File: src/rtl/cpu_mem_bridge.sv
// cpu_mem_bridge: bridges the Cpu level-request memory port onto TestRam cycles.
//
// A transaction is accepted when cpu_req_rdwr is high and the bridge is armed (req was seen
// low since the previous accept). In-window writes issue a single-cycle ram_we pulse; in-window
// reads wait for ram_data_ready up to TIMEOUT cycles, returning ERR_DATA and setting the sticky
// bus_err on expiry. Out-of-window accesses never touch TestRam and complete immediately; reads
// there return the previous cpu_data_in. Every transaction ends with a one-cycle cpu_ack.
//
// Ports:
//   clk            single clock shared with TestRam
//   rst            asynchronous active-high reset
//   cpu_req_rdwr   Cpu request, held high until cpu_ack
//   cpu_which_rdwr 0 = read, 1 = write
//   cpu_addr       request address (upper bits select the RAM bank)
//   cpu_data_out   write data from the Cpu
//   cpu_data_in    registered read data to the Cpu
//   cpu_ack        one-cycle completion pulse
//   ram_we         TestRam write enable
//   ram_addr       registered TestRam address
//   ram_data_in    registered TestRam write data
//   ram_data_out   TestRam read data
//   ram_data_ready TestRam read data valid
//   bus_err        sticky read-timeout flag

module cpu_mem_bridge #(
  parameter int unsigned               CPU_ADDR_WIDTH = 24,
  parameter int unsigned               RAM_ADDR_WIDTH = 16,
  parameter int unsigned               DATA_WIDTH     = 8,
  parameter int unsigned               RAM_BANK       = 0,
  parameter int unsigned               TIMEOUT        = 15,
  parameter logic [DATA_WIDTH-1:0]     ERR_DATA       = DATA_WIDTH'(8'hFF)
) (
  input  logic                      clk,
  input  logic                      rst,
  input  logic                      cpu_req_rdwr,
  input  logic                      cpu_which_rdwr,
  input  logic [CPU_ADDR_WIDTH-1:0] cpu_addr,
  input  logic [DATA_WIDTH-1:0]     cpu_data_out,
  output logic [DATA_WIDTH-1:0]     cpu_data_in,
  output logic                      cpu_ack,
  output logic                      ram_we,
  output logic [RAM_ADDR_WIDTH-1:0] ram_addr,
  output logic [DATA_WIDTH-1:0]     ram_data_in,
  input  logic [DATA_WIDTH-1:0]     ram_data_out,
  input  logic                      ram_data_ready,
  output logic                      bus_err
);

  localparam int unsigned BankW = CPU_ADDR_WIDTH - RAM_ADDR_WIDTH;
  localparam int unsigned CntW  = $clog2(TIMEOUT + 1);

  localparam logic [BankW-1:0] BankSel  = BankW'(RAM_BANK);
  localparam logic [CntW-1:0]  CntLast  = CntW'(TIMEOUT - 1);

  typedef enum logic [1:0] {
    StIdle,
    StWrite,
    StReadWait,
    StDone
  } state_e;

  state_e                    state_q, state_d;
  logic [DATA_WIDTH-1:0]     cpu_data_in_q, cpu_data_in_d;
  logic                      cpu_ack_q, cpu_ack_d;
  logic                      ram_we_q, ram_we_d;
  logic [RAM_ADDR_WIDTH-1:0] ram_addr_q, ram_addr_d;
  logic [DATA_WIDTH-1:0]     ram_data_in_q, ram_data_in_d;
  logic                      bus_err_q, bus_err_d;
  logic [CntW-1:0]           cnt_q, cnt_d;
  logic                      armed_q, armed_d;

  logic in_window;
  logic accept;

  assign in_window = (cpu_addr[CPU_ADDR_WIDTH-1:RAM_ADDR_WIDTH] == BankSel);
  assign accept    = (state_q == StIdle) && cpu_req_rdwr && armed_q;

  always_comb begin
    state_d       = state_q;
    cpu_data_in_d = cpu_data_in_q;
    cpu_ack_d     = 1'b0;
    ram_we_d      = 1'b0;
    ram_addr_d    = ram_addr_q;
    ram_data_in_d = ram_data_in_q;
    bus_err_d     = bus_err_q;
    cnt_d         = cnt_q;
    // A request still high after its ack must not be taken again until req drops.
    if (!cpu_req_rdwr) begin
      armed_d = 1'b1;
    end else if (accept) begin
      armed_d = 1'b0;
    end else begin
      armed_d = armed_q;
    end

    unique case (state_q)
      StIdle: begin
        if (accept) begin
          ram_addr_d    = cpu_addr[RAM_ADDR_WIDTH-1:0];
          ram_data_in_d = cpu_data_out;
          if (!in_window) begin
            // Open bus: no RAM cycle, reads keep the previous cpu_data_in.
            state_d   = StDone;
            cpu_ack_d = 1'b1;
          end else if (cpu_which_rdwr) begin
            state_d  = StWrite;
            ram_we_d = 1'b1;
          end else begin
            state_d = StReadWait;
            cnt_d   = '0;
          end
        end
      end

      StWrite: begin
        state_d   = StDone;
        cpu_ack_d = 1'b1;
      end

      StReadWait: begin
        if (ram_data_ready) begin
          cpu_data_in_d = ram_data_out;
          state_d       = StDone;
          cpu_ack_d     = 1'b1;
        end else if (cnt_q == CntLast) begin
          cpu_data_in_d = ERR_DATA;
          bus_err_d     = 1'b1;
          state_d       = StDone;
          cpu_ack_d     = 1'b1;
        end else begin
          cnt_d = cnt_q + CntW'(1);
        end
      end

      StDone: begin
        state_d = StIdle;
      end

      default: begin
        state_d = StIdle;
      end
    endcase
  end

  always_ff @(posedge clk or posedge rst) begin
    if (rst) begin
      state_q       <= StIdle;
      cpu_data_in_q <= '0;
      cpu_ack_q     <= 1'b0;
      ram_we_q      <= 1'b0;
      ram_addr_q    <= '0;
      ram_data_in_q <= '0;
      bus_err_q     <= 1'b0;
      cnt_q         <= '0;
      armed_q       <= 1'b1;
    end else begin
      state_q       <= state_d;
      cpu_data_in_q <= cpu_data_in_d;
      cpu_ack_q     <= cpu_ack_d;
      ram_we_q      <= ram_we_d;
      ram_addr_q    <= ram_addr_d;
      ram_data_in_q <= ram_data_in_d;
      bus_err_q     <= bus_err_d;
      cnt_q         <= cnt_d;
      armed_q       <= armed_d;
    end
  end

  assign cpu_data_in = cpu_data_in_q;
  assign cpu_ack     = cpu_ack_q;
  assign ram_we      = ram_we_q;
  assign ram_addr    = ram_addr_q;
  assign ram_data_in = ram_data_in_q;
  assign bus_err     = bus_err_q;

endmodule

File: config.mk
export PLATFORM = sky130hd
export DESIGN_NAME = cpu_mem_bridge
export DESIGN_NICKNAME = d
export VERILOG_FILES = /design/src/rtl/cpu_mem_bridge.sv
export SDC_FILE = /design/constraint.sdc
export NUM_CORES = 1
export LEC_CHECK = 0
export ABC_CLOCK_PERIOD_IN_PS = 2500
export BUFFER_PORTS_ARGS = -buffer_cell sky130_fd_sc_hd__clkbuf_2
export CELL_PAD_IN_SITES_DETAIL_PLACEMENT = 1
export CELL_PAD_IN_SITES_GLOBAL_PLACEMENT = 1
export CORE_AREA = 2 2 71 80
export CTS_CLUSTER_SIZE = 40
export DETAILED_ROUTE_END_ITERATION = 6
export DIE_AREA = 0 0 73 82
export HOLD_SLACK_MARGIN = 0.15
export PLACE_DENSITY = 0.85
export REMOVE_ABC_BUFFERS = 1
export SYNTH_ARGS = -nofsm -noshare
export SYNTH_HDL_FRONTEND = slang
export SYNTH_SLANG_ARGS = --single-unit
File: constraint.sdc
create_clock -name clk -period 2.5 [get_ports clk]
set_input_delay 0.625 -clock clk [delete_from_list [all_inputs] [get_ports clk]]
set_output_delay 0.625 -clock clk [all_outputs]
set_load 0.01 [all_outputs]
=== Yosys cells after proc, flatten, opt, wreduce, memory -nomap -nowiden ===
Index checks and enable logic that the tools add are counted.

* Register bits after elaboration: 42
* Input port bits: 45
* Word-level logic and storage cells: 58

* Add/subtract/negate cells: 1
* Equal/unequal tests: 11
* Multiplexer cells: 25
* Bitwise operators: 1
* Reduce and logical (&&, ||, !) cells: 11

{| class="wikitable"
|+ Operators with widths
! operator !! number
|-
| 4-bit two-way mux || 5
|-
| 8-bit two-way mux || 2
|-
| 1-bit two-way mux || 10
|-
| 2-bit two-way mux || 5
|-
| 2-bit != test, second input constant || 5
|-
| 8-bit logical NOT || 1
|-
| 2-bit case mux with 4 select lines || 1
|-
| 4-bit case mux with 2 select lines || 1
|-
| 2-bit AND reduction || 3
|-
| 6-bit AND reduction || 1
|-
| 4-bit by 1-bit adder with 4-bit output, second input constant || 1
|-
| 2-bit equality test, second input constant || 2
|-
| 4-bit equality test, second input constant || 1
|-
| 2-bit nonzero test || 2
|-
| 3-bit != test, second input constant || 1
|-
| 1-bit case mux with 3 select lines || 1
|-
| 3-bit AND reduction || 1
|-
| 2-bit by 1-bit equality test with 1-bit output, second input constant || 1
|-
| 1-bit logical AND || 2
|-
| 2-bit logical NOT || 1
|-
| 2-bit by 1-bit != test with 1-bit output, second input constant || 1
|-
| 1-bit inverter || 1
|}

=== Depth between registers and ports, before layout ===
Gate-level depths: netlist of run 1.

* Depth in word-level cells: 5
* Mapped depth: 8
* Mapped depth without buffers: 6

=== Least setup slack after synthesis of run 1 ===
No wires, ideal clock.

* Kind: input to register
* Start: in cpu_addr[21]
* End: reg cnt_q[1]
* Library setup time: 0.125 ns
* Arrival time: 2.145 ns
* Required time: 2.375 ns
* Setup slack: 0.230 ns
* Stages on the path: 4
* Buffers on the path: 0
* Path through: or4_4 -> o31a_1 -> or3_4 -> mux2_4

* Cells in the longest elaborated chain, start to end: 3

{| class="wikitable"
|+ RTL lines
! element !! line !! source
|-
| start, declared || 37 || <nowiki>input logic [CPU_ADDR_WIDTH-1:0] cpu_addr,</nowiki>
|-
| 8-bit logical NOT || 75 || <nowiki>assign in_window = (cpu_addr[CPU_ADDR_WIDTH-1:RAM_ADDR_WIDTH] == BankSel);</nowiki>
|-
| 2-bit != test (no source line) || -- ||
|-
| 6-bit AND reduction (no source line) || -- ||
|-
| end signal, assigned || 164 || <nowiki>cnt_q <= cnt_d;</nowiki>
|-
| end, declared || 69 || <nowiki>logic [CntW-1:0] cnt_q, cnt_d;</nowiki>
|}

No other way between the ends.
A chain may end at the register's enable or synchronous reset.

=== Worst setup path in the final report of run 1 ===
Same ends and word-level chain as after synthesis.

==> results.tsv, run 1 <==
stage	metric	value	unit
pwr	worst vdd rail ir drop	0.472	mV
cells_and_area	antenna diode count	0	
synth	largest cells by area after synthesis	dfrtp_1 58%, mux2_2 16%, ha_1 4.2%, o22a_1 3.9%, inv_1 2.1%	
synth	Yosys reg bits	42	
setup_path	RR Endpoint	cnt_q[1]	
placed_design	GPL Wtd Cong	0.849	
clocking	clk sinks	42	
synth	Syn Std Cell Area	1780	µm²
detailed_routing	routed len/inst	15.0	µm
setup_path	R2R depth	6	
global_route	first-pass GRT wire length	6440	µm
setup_path	CP arrival	2.29	ns
global_route	largest net degree at the start of global routing	43	
clocking	worst-skew pair later-pin latency	0.29	ns
setup_path	Reg2Reg Launch Point	state_q[1]	
synth	number of synthesized flops with an enable pin	0	
setup_path	CP Data Required Time	2.67	ns
synth	Seq/Total Area, Yosys	0.592	
setup_path	crit-path cells	clkbuf_2, or4_4, o31a_1, or3_4, mux2_4	
synth	most frequent cell after synthesis	dfrtp_1	
detailed_routing	vias	1366	
synth	synth unique cells	32	
synth	asr flop ratio synth	1.00	
synth	Synth Flop Type	dfrtp_1	
sta	# setup viols final	0	
clocking	H-tree depth	2	
setup_path	WS Path Type	input pin to flop	
status	status	finished clean	
global_route	initial antenna violation count	0	
sta	RSZ-0062 raised after global routing	no	
sta	Tcrit/Tclk final	0.845	
detailed_routing	WL final	4120	µm
sta	Sum Neg Setup Slack	0	ns
global_route	global-route usage over all layers	0.140	
floorplanning	die width	73	µm
synth	Commonest cells post-synth	41 x dfrtp_1, 26 x mux2_2, 10 x inv_1, 8 x o22a_1, 6 x ha_1	
setup_path	Setup crit start kind	input pin	
cells_and_area	nets	265	
clocking	setup bufs post-CTS	0	
floorplanning	core area	5220	µm²
floorplanning	# rows	28	
synth	Synth Area per Inst	13.6	µm²
worst_hold_path	hold crit path type	input pin to asynchronous set/reset pin	
cells_and_area	Area Overhead vs Synth	34.1	%
clocking	total CTS buffers	5	
global_route	number of global-route vias before repair	1443	
pwr	Leakage	1.19	nW
detailed_routing	final antenna-violating net count	0	
sta	Hold Vio Cnt, Final	0	
sta	relative slew slack	0.642	
job	MaxCap Viol Count	0	
global_route	Overflow after GRT	0	
floorplanning	total die area	5990	µm²
detailed_routing	Initial DRT Pass Iterations	4	
synth	area leader, netlist	dfrtp_1	
setup_path	critical path peak fanout	4	
clocking	Root Buffer	clkbuf_8	
setup_path	flop-to-flop setup slack	0.57	ns
synth	yosys warns	0	
synth	share of the synthesized area in the top cell type	0.577	
setup_path	CP delay by family, top	simple AND/OR/NAND/NOR gates	
setup_path	CP peak stage delay	0.53	ns
detailed_routing	DRC Markers	0	
setup_path	CP Capture Type	flop	
detailed_routing	Via density	4.97	
sta	hold slack	0.446	ns
clocking	Reg clk slew, reported paths	0.08	ns
synth	Post-Syn Instances	131	
pwr	cell area power density	1240	nW/µm²
clocking	clock tree buffer depth	2	
sta	Post-Route Skew	0.00650	ns
setup_path	Critical-path top delay cell	or4_4	
clocking	Hold Buf Count CTS	0	
placed_design	Detail Placement HPWL	3260	µm
sta	Max Slew Vio Count	0	
detailed_routing	Initial DRC Count	41	
sta	slew at the pin closest to its max-slew limit	0.537	ns
floorplanning	die height	82	µm
placed_design	# port buffers	79	
cells_and_area	layout cells sized above 1	0.563	
sta	min Tclk post-route	2.11	ns
clocking	post-CTS resize count	0	
setup_path	Worst Path Buf+Inv	1	
clocking	CTS tree	yes	
floorplanning	initial cell density of the core	0.341	
floorplanning	Ports	80	
sta	achievable frequency	473	MHz
[per-layer routing]
layer,up-vias,wire [µm],track usage
met5,-,0,0
li1,633,-,-
met2,67,2010,0.252
met3,7,377,0.0479
met1,659,1680,0.150
met4,0,59,0.0500
[logic make-up (layout without fill, tap and decap cells)]
kind of cell | after synthesis | in the layout | share of synthesized area
AOI/OAI and AO/OA | 21 | 21 | 0.0929
adders and majority gates | 6 | 6 | 0.0422
buffers and inverters | 16 | 100 | 0.0352
DFF | 42 | 42 | 0.592
muxes | 28 | 28 | 0.179
and+or+nand+nor | 18 | 18 | 0.0591
[flip-flops by register name (all words and copies together), names as in the netlist]
signal	count
ram_addr	16
bus_err	1
cpu_ack	1
cnt_q	4
armed_q	1
ram_we	1
ram_data_in	8
cpu_data_in	8
state_q	2
[layout make-up]
cell class / count / area (µm²)
Clock inverter: 3 / 68.8
Timing Repair Buffer: 82 / 418
Fill cell: 588 / 2840
Multi-Input combinational cell: 73 / 663
Sequential cell: 42 / 1050
Clock buffer: 5 / 68.8
Inverter: 10 / 37.5
Tap cell: 60 / 75.1
[per-stage QoR]
| step | total power, W | utilization | worst slack (ns) | instances | cell area, µm² |
|---|---|---|---|---|---|
| after floorplan | 0.00187 | - | 0.119 | 125 | 1750 |
| after global placement | 0.00228 | 0.430 | 0.101 | 267 | 2250 |
| after detailed placement | 0.00234 | 0.430 | 0.0791 | 267 | 2250 |
| after CTS | 0.00300 | 0.457 | 0.386 | 275 | 2380 |
| after global routing | 0.00316 | 0.457 | 0.354 | 275 | 2380 |
| final | 0.00295 | 0.457 | 0.386 | 275 | 2380 |
[worst reg2reg max path: stages (launching register included)]
cell and delay [ns]:
dfrtp_1 0.42, inv_1 0.09, ha_1 0.31, and3_1 0.22, a21oi_1 0.07, or3_4 0.38, mux2_4 0.31
[cells in the final DEF (no fill, tap or decap), types with 3 or more instances in the layout]
cell      count
nand2_1       4
clkbuf_8      5
inv_1        10
mux2_2       26
ha_1          6
dfrtp_1      41
nor2_1        3
clkbuf_2     79
buf_4         3
nand3_1       3
o22a_1        8
[power by group]
group | leakage, nW | internal, W | switching [W] | total [W]
Sequential | 0.503 | 0.000990 | 0.000172 | 0.00116
Clock | 0.0683 | 0.000400 | 0.000237 | 0.000637
Combinational | 0.620 | 0.000594 | 0.000555 | 0.00115
[worst max path at each step]
stage	endpoint	slack, ns	start	depth (start not counted)
floorplan	cnt_q[1]	0.12	state_q[0]	6
global placement	cnt_q[1]	0.10	cpu_addr[21]	5
detailed placement	cnt_q[1]	0.08	cpu_addr[21]	5
CTS	cnt_q[1]	0.39	cpu_addr[21]	5
global route	cnt_q[2]	0.35	cpu_addr[21]	5
finish	cnt_q[1]	0.39	cpu_addr[21]	5
No activity file was read; power rests on OpenSTA's default activity.
==> run 2: changes to the inputs <==
- ABC_AREA: unset -> 1
- ABC_CLOCK_PERIOD_IN_PS: 2500 -> 2100
- CORE_AREA: 2 2 71 80 -> 2 2 73 82
- DIE_AREA: 0 0 73 82 -> 0 0 75 84
- clock period: 2.5 -> 2.1 ns (I/O delays scaled with it)
==> run 2 against run 1 <==
Against the previous run:
- clock power down 14%
- sequential share of layout area shrank 0.62 points
- via count is 4.7% higher
- synthesized cell count up 18%
- critical path type is now flop to flop
- largest power group is now combinational logic
==> results.tsv, run 2 <==
stage	metric	value	unit	change
clocking	Reg clk slew, reported paths	0.08	ns	about the same
status	status	finished clean		
floorplanning	Ports	80		unchanged
synth	asr flop ratio synth	1.00		unchanged
synth	Post-Syn Instances	155		+18%
setup_path	Critical Path Sink	cnt_q[0]		
synth	most frequent cell after synthesis	dfrtp_1		
synth	Synth Area per Inst	11.9	µm²	-13%
pwr	clock power share	0.166		-0.050
setup_path	flop-to-flop setup slack	0.35	ns	-0.22 ns
sta	min Tclk post-route	1.75	ns	
setup_path	Critical-path top delay cell	dfrtp_1		
placed_design	GPL Wtd Cong	0.662		-22%
cells_and_area	most common cell after layout, fill and taps aside	clkbuf_2		
job	MaxCap Viol Count	0		unchanged
pwr	Sequential Power Share	0.415		+0.021
sta	achievable frequency	571	MHz	
detailed_routing	routed len/inst	12.6	µm	-16%
cells_and_area	Area Overhead vs Synth	31.4	%	
sta	hold slack	0.203	ns	-0.244 ns
cells_and_area	leading cell types in the layout, fill and taps excluded	79 x clkbuf_2, 41 x dfrtp_1, 24 x mux2_2, 21 x nor2_1, 20 x nand2_1		
sta	RSZ-0062 raised after global routing	no		
setup_path	most frequent CP cell	nand2_1		
clocking	setup bufs post-CTS	0		unchanged
pwr	worst vdd rail ir drop	0.645	mV	+37%
cells_and_area	Multi-input gate area	707	µm²	+6.6%
detailed_routing	DRC Markers	0		unchanged
setup_path	RR Endpoint	cnt_q[0]		
global_route	global-route usage over all layers	0.141		+0.00129
setup_path	Worst Setup SP	state_q[0]		
synth	Commonest cells post-synth	41 x dfrtp_1, 24 x mux2_2, 21 x nor2_1, 20 x nand2_1, 11 x inv_1		
clocking	H-tree depth	2		unchanged
setup_path	CP delay by family, top	simple AND/OR/NAND/NOR gates		
clocking	CTS tree	yes		
clocking	clk sinks	42		unchanged
floorplanning	# rows	29		+3.6%
pwr	Sw Pwr	0.00119	W	+24%
floorplanning	die height	84	µm	+2.4%
synth	Yosys reg bits	42		unchanged
pwr	cell area power density	1370	nW/µm²	+11%
pwr	Leakage	1.24	nW	+4.1%
setup_path	CP Depth	9		+4
placed_design	placed insts	312		+17%
detailed_routing	Initial DRT Pass Iterations	3		-1
setup_path	Worst Path Buf+Inv	1		unchanged
synth	area leader, netlist	dfrtp_1		
setup_path	WS Path Type	flop to flop		
synth	synth unique cells	21		-34%
cells_and_area	Largest register FFs	16		unchanged
placed_design	Detail Placement HPWL	3250	µm	-0.24%
cells_and_area	nets	293		+11%
setup_path	crit-path cells	inv_1, ha_1, nand3_4, nand2_2, nand2_1, nor2_4, nand2_2, nand2_1, nand2_1		
clocking	post-CTS resize count	0		unchanged
global_route	initial antenna violation count	0		unchanged
global_route	first-pass GRT wire length	6780	µm	+5.3%
floorplanning	total die area	6300	µm²	+5.2%
setup_path	CP arrival	1.94	ns	-0.35 ns
clocking	worst-skew pair later-pin latency	0.29	ns	about the same
synth	Synth Flop Type	dfrtp_1		
cells_and_area	fillers	649		+10%
synth	Syn Std Cell Area	1840	µm²	+3.4%
global_route	Overflow after GRT	0		unchanged
sta	Sum Neg Setup Slack	0	ns	unchanged
sta	Post-Route Skew	0.00530	ns	-0.00120 ns
pwr	Logic pwr share	0.419		+0.029
setup_path	R2R depth	9		+3
sta	# setup viols final	0		unchanged
synth	share of the synthesized area in the top cell type	0.558		-0.0192
synth	yosys warns	0		unchanged
placed_design	# port buffers	79		unchanged
clocking	clock tree buffer depth	2		unchanged
cells_and_area	antenna diode count	0		unchanged
floorplanning	core area	5550	µm²	+6.4%
pwr	Int Power	0.00212	W	+6.7%
detailed_routing	Via density	4.47		-10%
sta	relative slew slack	0.597		-0.0450
detailed_routing	vias	1430		+4.7%
sta	Tcrit/Tclk final	0.835		
synth	Seq/Total Area, Yosys	0.572		-0.0197
sta	slew at the pin closest to its max-slew limit	0.601	ns	+0.0638 ns
setup_path	Reg2Reg Launch Point	state_q[0]		
detailed_routing	Initial DRC Count	25		-39%
cells_and_area	register area	1050	µm²	unchanged
cells_and_area	Final Non-Filler Cells	320		+16%
clocking	total CTS buffers	5		unchanged
setup_path	Setup crit start kind	flop		
setup_path	CP Capture Type	flop		
detailed_routing	WL final	4030	µm	-2.3%
synth	largest cells by area after synthesis	dfrtp_1 56%, mux2_2 15%, nor2_1 4.3%, ha_1 4.1%, nand2_1 4.1%		
clocking	Root Buffer	clkbuf_8		
detailed_routing	final antenna-violating net count	0		unchanged
setup_path	CP Data Required Time	2.29	ns	-0.38 ns
synth	number of synthesized flops with an enable pin	0		unchanged
global_route	largest net degree at the start of global routing	22		-49%
global_route	number of global-route vias before repair	1537		+6.5%
sta	Max Slew Vio Count	0		unchanged
setup_path	critical path peak fanout	21		+17
sta	Hold Vio Cnt, Final	0		unchanged
floorplanning	die width	75	µm	+2.7%
clocking	Hold Buf Count CTS	0		unchanged
setup_path	CP peak stage delay	0.42	ns	-0.11 ns
worst_hold_path	hold crit path type	input pin to asynchronous set/reset pin		
pwr	sw frac	0.360		+0.0333
floorplanning	initial cell density of the core	0.331		-0.00930
cells_and_area	layout cells sized above 1	0.502		-0.0607
run 2: cell types whose count changed after synthesis, sizes merged, moves of 3 or more:
| cell | change |
|---|---|
| mux2 | -3 |
| nand2 | +20 |
| nor2 | +19 |
| nand3 | +4 |
run 2: per-layer routing:
metal / up-vias / routed length [µm] / part of all wire / track usage
li1: 686 / - / - / -
met1: 685 / 1530 / 0.38 / 0.151
met2: 52 / 2170 / 0.54 / 0.252
met3: 7 / 266 / 0.066 / 0.0483
met4: 0 / 59 / 0.015 / 0.0438
met5: - / 0 / 0 / 0
run 2: how the worst min path moves through the flow:
stage / to / from / slack (ns) / cells past startpoint
2_1_floorplan: armed_q / armed_q / 0.47 / 2
3_3_place_gp: bus_err / bus_err / 0.46 / 1
3_5_place_dp: bus_err / bus_err / 0.47 / 1
4_1_cts: ram_data_in[2] / rst / 0.20 / 2
5_1_grt: ram_addr[14] / rst / 0.23 / 2
6_report: ram_data_in[2] / rst / 0.20 / 2
run 2: logic make-up after synthesis:
logic type	after synthesis	synth area share
AND/OR/NAND/NOR	55	0.137
flip-flops	42	0.572
multiplexers	24	0.147
buffers and inverters	14	0.0435
AO/OA/AOI/OAI	13	0.0551
adder cells (fa/ha/maj)	6	0.0408
XOR/XNOR	1	0.00476
run 2: worst register-to-register path: stages, from the launching register on:
cell,delay (ns)
dfrtp_1,0.42
inv_1,0.10
ha_1,0.23
nand3_4,0.27
nand2_2,0.15
nand2_1,0.10
nor2_4,0.16
nand2_2,0.10
nand2_1,0.07
nand2_1,0.05
run 2: area by class of cell:
class / count / area share
Clock inverter: 1 / 0.00362
Timing Repair Buffer: 83 / 0.176
Tap cell: 77 / 0.0399
Inverter: 11 / 0.0171
Sequential cell: 42 / 0.435
Multi-Input combinational cell: 99 / 0.292
Clock buffer: 7 / 0.0357
run 2: power groups by stage:
stage          Sequential [W]  Combinational, W  Clock (W)
3_3_place_gp          0.00138           0.00135          0
6_report              0.00137           0.00139   0.000551
3_5_place_dp          0.00139           0.00142          0
4_1_cts               0.00138           0.00143   0.000581
2_1_floorplan         0.00152          0.000719          0
5_1_grt               0.00142           0.00154   0.000608
run 2: per-stage QoR:
step,total power (W),util,area [µm²],setup WS [ns]
final,0.00331,0.435,2420,0.347
after global routing,0.00357,0.435,2420,0.105
after CTS,0.00339,0.435,2420,0.294
after detailed placement,0.00282,0.418,2320,0.327
after global placement,0.00273,0.418,2320,0.445
after floorplan,0.00224,-,1800,0.331
==> run 3: changes to the inputs <==
- ABC_CLOCK_PERIOD_IN_PS: 2100 -> 1800
- clock period: 2.1 -> 1.8 ns (I/O delays scaled with it)
==> run 3 against run 2 <==
Against the previous run:
- sequential share of layout area shrank 1.3 points
- core utilization grew 1.4 points
- register-to-register slack lost 0.15 ns
- final area grew 3.1%
- final cell count grew 0.63%
- total power grew 25%
- critical path type unchanged
- maximum frequency grew 9.2%
- largest cell class unchanged
- non-clock buffer count grew 2
- sequential power grew 18%
- critical endpoint is now cnt_q[1]
- count of clock-buffer cells in the layout shrank 2
- first-iteration DRC count grew 12%
- setup slack lost 0.15 ns
==> results.tsv, run 3 (synthesis results as in run 2) <==
stage	metric	value	unit	change
setup_path	CP Data Required Time	1.98	ns	-0.31 ns
worst_hold_path	WHS Path Cells	2		
cells_and_area	nets	295		+0.68%
detailed_routing	routed len/inst	13.0	µm	+2.9%
clocking	H-tree depth	2		unchanged
floorplanning	initial cell density of the core	0.331		unchanged
worst_hold_path	HP Start	cpu_req_rdwr		
worst_hold_path	hold crit path type	input pin to flop		
cells_and_area	Multi-input gate area	709	µm²	+0.35%
sta	Max Slew Vio Count	0		unchanged
clocking	clk sinks	42		unchanged
cells_and_area	layout cells sized above 1	0.510		+0.00815
global_route	largest net degree at the start of global routing	21		-4.5%
clocking	total CTS buffers	5		unchanged
job	MaxCap Viol Count	0		unchanged
pwr	Leakage	1.27	nW	+2.6%
cells_and_area	fin area	2490	µm²	+3.1%
detailed_routing	WL final	4170	µm	+3.5%
sta	# setup viols final	0		unchanged
sta	Sum Neg Setup Slack	0	ns	unchanged
detailed_routing	Initial DRC Count	28		+12%
clocking	setup bufs post-CTS	0		unchanged
detailed_routing	final antenna-violating net count	0		unchanged
pwr	worst vdd rail ir drop	0.884	mV	+37%
global_route	initial antenna violation count	0		unchanged
setup_path	Reg2Reg Launch Point	state_q[0]		
global_route	global-route usage over all layers	0.144		+0.00279
sta	Hold Vio Cnt, Final	0		unchanged
clocking	CTS tree	yes		
floorplanning	die width	75	µm	unchanged
setup_path	flop-to-flop setup slack	0.19	ns	-0.15 ns
placed_design	Detail Placement HPWL	3350	µm	+3.1%
clocking	worst-skew pair later-pin latency	0.29	ns	about the same
sta	Post-Route Skew	0.00352	ns	-0.00178 ns
setup_path	critical path peak fanout	9		-57%
global_route	Overflow after GRT	0		unchanged
cells_and_area	register area	1050	µm²	unchanged
sta	relative slew slack	0.654		+0.0571
setup_path	CP Capture Type	flop		
floorplanning	Ports	80		unchanged
cells_and_area	leading cell types in the layout, fill and taps excluded	79 x clkbuf_2, 41 x dfrtp_1, 24 x mux2_2, 21 x nor2_1, 20 x nand2_1		
sta	achievable frequency	623	MHz	+9.2%
floorplanning	core area	5550	µm²	unchanged
placed_design	GPL Wtd Cong	0.761		+15%
cells_and_area	Largest register FFs	16		unchanged
detailed_routing	vias	1436		+0.42%
global_route	number of global-route vias before repair	1615		+5.1%
worst_hold_path	WHS Endpoint	armed_q		
setup_path	WS Path Type	flop to flop		
cells_and_area	Area Overhead vs Synth	35.5	%	
detailed_routing	DRC Markers	0		unchanged
global_route	first-pass GRT wire length	6910	µm	+1.9%
setup_path	Setup crit start kind	flop		
sta	slew at the pin closest to its max-slew limit	0.516	ns	-0.0851 ns
cells_and_area	fillers	636		-2.0%
detailed_routing	Initial DRT Pass Iterations	4		+1
clocking	clock tree buffer depth	2		unchanged
sta	Tcrit/Tclk final	0.892		+0.0574
floorplanning	total die area	6300	µm²	unchanged
placed_design	# port buffers	79		unchanged
setup_path	CP arrival	1.79	ns	-0.15 ns
placed_design	Placed Area	2340	µm²	+0.86%
floorplanning	# rows	29		unchanged
setup_path	RR Endpoint	cnt_q[1]		
status	status	finished clean		
cells_and_area	most common cell after layout, fill and taps aside	clkbuf_2		
clocking	Root Buffer	clkbuf_8		
floorplanning	die height	84	µm	unchanged
pwr	cell area power density	1660	nW/µm²	+21%
sta	RSZ-0062 raised after global routing	no		
detailed_routing	Via density	4.46		-0.20%
clocking	Reg clk slew, reported paths	0.08	ns	about the same
sta	min Tclk post-route	1.61	ns	-0.147 ns
cells_and_area	antenna diode count	0		unchanged
setup_path	R2R depth	8		-1
## run 3: cell types whose count changed in the layout (fill, tap and decap cells not counted)
cell,previous run,this run
buf_12,0,1
bufinv_16,0,2
clkbuf_8,6,5
clkinv_4,0,1
ha_2,0,1
ha_1,6,5
dlygate4sd3_1,0,1
inv_6,1,0
clkbuf_1,1,0
## run 3: final cells by class
type	count	area share
sequential	42	0.422
multi-input combinational	99	0.285
timing repair buffer	85	0.183
tap	77	0.0387
clock buffer	5	0.0276
clock inverter	3	0.0276
inverter	11	0.0166
## run 3: critical path, stage by stage, from the launching register on
cell	delay (ns)
dfrtp_1	0.40
inv_1	0.08
ha_1	0.27
nand4_1	0.19
nand2_2	0.18
nor2_4	0.17
nand2_2	0.10
nand2_1	0.08
nand2_1	0.05
## run 3: what timing repair did
item,in CTS,in global routing
setup endpoints to repair,0,4
hold endpoints to repair,11,0
hold buffers,1,0
gates resized for setup,0,1
## run 3: how the worst max path moves through the flow
stage                    end  startpoint  slack (ns)
floorplan           cnt_q[2]  state_q[0]        0.03
global placement    cnt_q[2]  state_q[0]        0.22
detailed placement  cnt_q[1]  state_q[1]        0.15
CTS                 cnt_q[1]  state_q[1]        0.11
global route        cnt_q[0]  state_q[0]       0.008
finish              cnt_q[1]  state_q[0]        0.19
## run 3: stage by stage
| step | cells | setup slack (ns) | hold slack [ns] | util | total power [W] |
|---|---|---|---|---|---|
| floorplan | 152 | 0.0306 | 0.469 | - | 0.00261 |
| global placement | 313 | 0.221 | 0.434 | 0.422 | 0.00322 |
| detailed placement | 313 | 0.146 | 0.430 | 0.422 | 0.00330 |
| CTS | 322 | 0.113 | 0.371 | 0.449 | 0.00423 |
| global route | 322 | 0.00753 | 0.368 | 0.449 | 0.00447 |
| finish | 322 | 0.194 | 0.372 | 0.449 | 0.00414 |
## run 3: layer usage
| layer | track usage | wire [µm] |
|---|---|---|
| met5 | 0 | 0 |
| met4 | 0.0325 | 21 |
| met3 | 0.0495 | 262 |
| met2 | 0.274 | 2350 |
| met1 | 0.143 | 1540 |
## run 3: power by group
part	internal, W	switching (W)
clock network	0.000556	0.000328
registers	0.00137	0.000242
logic	0.000812	0.000830
